[src/rtl/seg_scan_driver.sv]
// Time-multiplexed scan controller for a common-bus seven-segment display.
// Optional leading-zero blanking is enabled by defining SEG_SCAN_LZB_EN.
module seg_scan_driver #(
  parameter int DIGITS    = 8,
  parameter int SCAN_DIV  = 50000,
  parameter int BLANK_CYC = 16
) (
  input  logic                  clk,
  input  logic                  rst,
  input  logic [4*DIGITS-1:0]   disp_data,
  input  logic [DIGITS-1:0]     dp_in,
  input  logic                  load,
  output logic [3:0]            data_disp,
  output logic [DIGITS-1:0]     digit_sel,
  output logic                  dp_out,
  output logic [2:0]            digit_idx
);

  localparam int             CW         = (SCAN_DIV > 1) ? $clog2(SCAN_DIV) : 1;
  localparam logic [CW-1:0]  CNT_LAST   = CW'(SCAN_DIV - 1);
  localparam logic [CW-1:0]  BLANK_LAST = CW'((BLANK_CYC > 0) ? BLANK_CYC - 1 : 0);
  localparam logic [2:0]     IDX_LAST   = 3'(DIGITS - 1);

  localparam logic [0:0] ST_BLANK = 1'b0;
  localparam logic [0:0] ST_SHOW  = 1'b1;

  logic [4*DIGITS-1:0] shadow_data_q, shadow_data_d;
  logic [DIGITS-1:0]   shadow_dp_q, shadow_dp_d;
  logic [CW-1:0]       cnt_q, cnt_d;
  logic [2:0]          idx_q, idx_d;
  logic [0:0]          state_q, state_d;
  logic [3:0]          data_disp_q, data_disp_d;
  logic [DIGITS-1:0]   digit_sel_q, digit_sel_d;
  logic                dp_out_q, dp_out_d;
  logic                cur_dp_q, cur_dp_d;
  logic                cur_show_q, cur_show_d;
  logic                fresh_q;

  logic                tick, period_start;
  logic [DIGITS-1:0]   show_mask;
  logic [3:0]          nib_next;
  logic                dp_next, show_next;

  // A digit is suppressed when it and every digit above it carry nothing visible.
  always_comb begin
`ifdef SEG_SCAN_LZB_EN
    logic seen;
    seen      = 1'b0;
    show_mask = '0;
    for (int k = DIGITS - 1; k >= 0; k--) begin
      seen         = seen | (shadow_data_q[4*k +: 4] != 4'd0) | shadow_dp_q[k];
      show_mask[k] = seen | (k == 0);
    end
`else
    show_mask = '1;
`endif
  end

  always_comb begin
    tick         = (cnt_q == CNT_LAST);
    period_start = tick | fresh_q;
    cnt_d        = tick ? '0 : cnt_q + CW'(1);
    idx_d        = idx_q;
    if (tick) idx_d = (idx_q == IDX_LAST) ? 3'd0 : idx_q + 3'd1;

    state_d = state_q;
    if (BLANK_CYC == 0)                                  state_d = ST_SHOW;
    else if (tick)                                       state_d = ST_BLANK;
    else if (state_q == ST_BLANK && cnt_q == BLANK_LAST) state_d = ST_SHOW;

    shadow_data_d = load ? disp_data : shadow_data_q;
    shadow_dp_d   = load ? dp_in     : shadow_dp_q;

    nib_next  = 4'd0;
    dp_next   = 1'b0;
    show_next = 1'b0;
    for (int k = 0; k < DIGITS; k++) begin
      if (idx_d == 3'(k)) begin
        nib_next  = shadow_data_q[4*k +: 4];
        dp_next   = shadow_dp_q[k];
        show_next = show_mask[k];
      end
    end

    // Per-digit content is frozen at the period start so nothing flickers mid-period.
    data_disp_d = period_start ? nib_next  : data_disp_q;
    cur_dp_d    = period_start ? dp_next   : cur_dp_q;
    cur_show_d  = period_start ? show_next : cur_show_q;

    digit_sel_d = '0;
    if (state_d == ST_SHOW && cur_show_d) begin
      for (int k = 0; k < DIGITS; k++)
        if (idx_d == 3'(k)) digit_sel_d[k] = 1'b1;
    end
    dp_out_d = (state_d == ST_SHOW) & cur_show_d & cur_dp_d;
  end

  always_ff @(posedge clk) begin
    if (rst) begin
      shadow_data_q <= '0;
      shadow_dp_q   <= '0;
      cnt_q         <= '0;
      idx_q         <= 3'd0;
      state_q       <= ST_BLANK;
      data_disp_q   <= 4'd0;
      digit_sel_q   <= '0;
      dp_out_q      <= 1'b0;
      cur_dp_q      <= 1'b0;
      cur_show_q    <= 1'b0;
      fresh_q       <= 1'b1;
    end else begin
      shadow_data_q <= shadow_data_d;
      shadow_dp_q   <= shadow_dp_d;
      cnt_q         <= cnt_d;
      idx_q         <= idx_d;
      state_q       <= state_d;
      data_disp_q   <= data_disp_d;
      digit_sel_q   <= digit_sel_d;
      dp_out_q      <= dp_out_d;
      cur_dp_q      <= cur_dp_d;
      cur_show_q    <= cur_show_d;
      fresh_q       <= 1'b0;
    end
  end

  assign data_disp = data_disp_q;
  assign digit_sel = digit_sel_q;
  assign dp_out    = dp_out_q;
  assign digit_idx = idx_q;

endmodule

[config.mk]
export PLATFORM = sky130hd
export DESIGN_NAME = seg_scan_driver
export DESIGN_NICKNAME = d
export VERILOG_FILES = /design/src/rtl/seg_scan_driver.sv
export SDC_FILE = /design/constraint.sdc
export NUM_CORES = 1
export LEC_CHECK = 0
export BUFFER_PORTS_ARGS = -buffer_cell sky130_fd_sc_hd__buf_2
export CAP_MARGIN = 20
export CORE_AREA = 2 2 95 97
export DETAILED_ROUTE_END_ITERATION = 10
export DIE_AREA = 0 0 97 99
export PLACE_DENSITY = 0.67
export SETUP_SLACK_MARGIN = 0.15
export SLEW_MARGIN = 10
export SYNTH_ARGS = -nofsm -noshare
export SYNTH_HDL_FRONTEND = slang
export SYNTH_SLANG_ARGS = --single-unit
[constraint.sdc]
create_clock -name clk -period 3.4 [get_ports clk]
set_input_delay 0.68 -clock clk [delete_from_list [all_inputs] [get_ports clk]]
set_output_delay 0.68 -clock clk [all_outputs]
set_load 0.005 [all_outputs]
==> impl_metrics.py <==
metrics = {
    "outcome": {
        "outcome": "complete, no violations",
    },
    "timing": {
        "slew_violations": 0,
        "layout_min_cycle_time_ps": 2640,
        "hold_viol": 0,
        "rsz0062_at_grt": "false",
        "finalCritPeriodShare_pct": 77.7,
        "setup_viol": 0,
        "tightest_slew_ps": 730,
        "max_freq_ghz": 0.379,
        "setup_tns_ps": 0,
        "slew_headroom_pct": 50.8,
        "finClkSkew_ps": 4.47,
    },
    "placed_design": {
        "post-dp-hpwl_mm": 5.31,
        "dp.cells": 506,
        "gp_congestion": 0.876,
        "port_buffers": 58,
    },
    "layout": {
        "diodes": 0,
        "fin_cells": 522,
        "fill_cells": 831,
        "final_common_cell": "dfxtp_1",
        "final_nets": 455,
        "layout-drive-gt1-share_pct": 22.0,
        "final_cell_mix": "dfxtp_1, nor2_1, buf_2",
        "syn_to_final_growth_pct": 15.0,
    },
    "synthesis": {
        "synth.top_cells.by_area": "dfxtp_1, mux2i_1, nor2_1",
        "synth_flop_cell": "dfxtp_1",
        "netlist.area_leader.share_pct": 45.4,
        "avgSynthCellArea_sq_um": 9.39,
        "async_reset_ff_share_pct": 0,
        "synth_cell_type_count": 43,
        "ys_seq_area_share_pct": 45.4,
        "yosys_warnings": 0,
        "yosys.area.top_type": "dfxtp_1",
        "syn-cell-area_sq_mm": 0.00335,
        "synth-seq-cells": 76,
        "netlist_instances": 357,
        "syn-num-nets": 403,
        "synth-edff-count": 0,
    },
    "route": {
        "avgViaCountPerCell": 5.10,
        "vias": 2662,
        "drt_iter0_markers": 143,
        "final_antenna_net_count": 0,
        "drcViolationCount": 0,
        "drtPass1Iterations": 4,
        "finalWirelength_mm": 7.33,
        "avgRoutedWirePerCell_um": 14.0,
    },
    "clock_network": {
        "clk_pin_slew_ps": 80,
        "cts_tree": "yes",
        "cts.sinks": 76,
        "post_cts_resized": 0,
        "ctsHoldBuffers": 0,
        "clock_latency_ps": 350,
        "clock_path_buffers": 2,
        "numCtsBuffers": 9,
        "postCtsSetupBuffers": 0,
        "cts-htree-levels": 3,
        "cts-root-buf": "clkbuf_8",
    },
    "global_routing": {
        "antenna_found_initial": 0,
        "grt-ovfl-total": 0,
        "track_usage_pct": 15.6,
        "grt_pass1_vias": 2470,
        "grt_start_max_net_pins": 56,
        "grt_pass1_wl_mm": 12.1,
    },
    "floorplanning": {
        "ioPinCount": 59,
        "num_rows": 34,
        "fp.dieW_um": 97,
        "dieArea_sq_mm": 0.00960,
        "core-area_sq_mm": 0.00855,
        "die_h_um": 99,
        "initial_core_util_pct": 39.2,
    },
    "setup_path": {
        "reg2reg_from": "cnt_q[11]",
        "critPathArrivalTime_ps": 2860,
        "cp-start-kind": "flip-flop",
        "critPathMaxFanout": 20,
        "path_class": "reg -> reg",
        "rr_endpoint": "data_disp[1]",
        "ff2ff_path_depth": 8,
        "required_ps": 3610,
        "reg2reg_setup_slack_ps": 760,
        "end_kind": "flip-flop",
    },
    "worst_hold_path": {
        "hp-class": "reg -> reg",
        "hold_path_depth": 1,
        "min_from": "cnt_q[0]",
        "min_to": "cnt_q[0]",
    },
    "run": {
        "drv_cap": 0,
    },
    "power": {
        "p_per_area_mw_per_mm2": 460,
        "p_leak_nw": 1.68,
        "vdd_ir_drop_max_mv": 0.250,
    },
}
==> stage by stage <==
step / hold slack (ps) / utilization (%) / worst slack (ps) / instance area (sq um) / power [mW]
global placement: 431 / 42.7 / 805 / 3650 / 1.08
detailed placement: 433 / 42.7 / 755 / 3650 / 1.09
CTS: 445 / 45.1 / 748 / 3860 / 1.79
floorplan: 413 / - / 859 / 3350 / 1.04
finish: 443 / 45.1 / 759 / 3860 / 1.77
global route: 460 / 45.1 / 552 / 3860 / 1.85
==> logic make-up (layout without fill, tap and decap cells) <==
family	count (synthesis)	after routing	share of synthesized area (%)
XOR/XNOR	10	10	2.61
flip-flops	76	76	45.4
adder cells (fa/ha/maj)	3	3	1.12
AO/OA/AOI/OAI	49	49	8.40
buffers and inverters	24	81	5.11
AND/OR/NAND/NOR	142	142	21.3
multiplexers	53	53	16.1
==> how the worst max path moves through the flow <==
stage | from | endpoint | cells after the start
after floorplan | cnt_q[11] | data_disp[2] | 8
after global placement | cnt_q[11] | data_disp[0] | 8
after detailed placement | cnt_q[11] | data_disp[1] | 8
after CTS | cnt_q[11] | data_disp[1] | 8
after global routing | cnt_q[11] | digit_sel[0] | 8
final | cnt_q[11] | data_disp[1] | 8
==> cell type report <==
cell class | instances | area [sq um] | share of cell area [%]
Timing Repair Buffer | 62 | 320 | 8.30
Clock inverter | 6 | 71.3 | 1.85
Multi-Input combinational cell | 257 | 1660 | 43.0
Inverter | 3 | 11.3 | 0.292
Sequential cell | 76 | 1520 | 39.4
Tap cell | 108 | 135 | 3.50
Clock buffer | 10 | 138 | 3.57
==> worst max-delay path, stage by stage, from the launching register on <==
cell,delay (ps)
dfxtp_1,360
or4_4,570
nor4_4,270
buf_4,290
mux2_4,410
mux2i_1,260
o211ai_1,110
o21ai_1,140
o21ai_0,100
==> flip-flops by register name, summed over array words and instances, names as in the netlist, 3 cells and up <==
name / cells
shadow_data_q: 32
cnt_q: 16
digit_sel: 8
shadow_dp_q: 8
data_disp: 4
digit_idx: 3
==> routing by layer <==
metal / share of wire [%] / global-route usage, % / vias up
met5: 0 / 0 / -
met4: 1.7 / 6.07 / 0
met3: 3.9 / 3.62 / 10
met2: 48 / 25.2 / 56
met1: 47 / 20.3 / 1247
li1: - / - / 1349
==> synthesized netlist by cell type, types with 6 or more instances <==
library cell	number
buf_6	6
nor2_1	66
nand2_1	17
and3_1	8
clkbuf_1	8
dfxtp_1	76
xor2_1	6
mux2i_1	51
o21ai_0	10
nor3_1	9
a21oi_1	20
o21ai_1	6
==> power breakdown <==
group | switching [mW] | internal, mW
registers | 0.0213 | 0.925
logic | 0.0587 | 0.0585
clock network | 0.346 | 0.365
No activity file was read; power rests on OpenSTA's default activity.
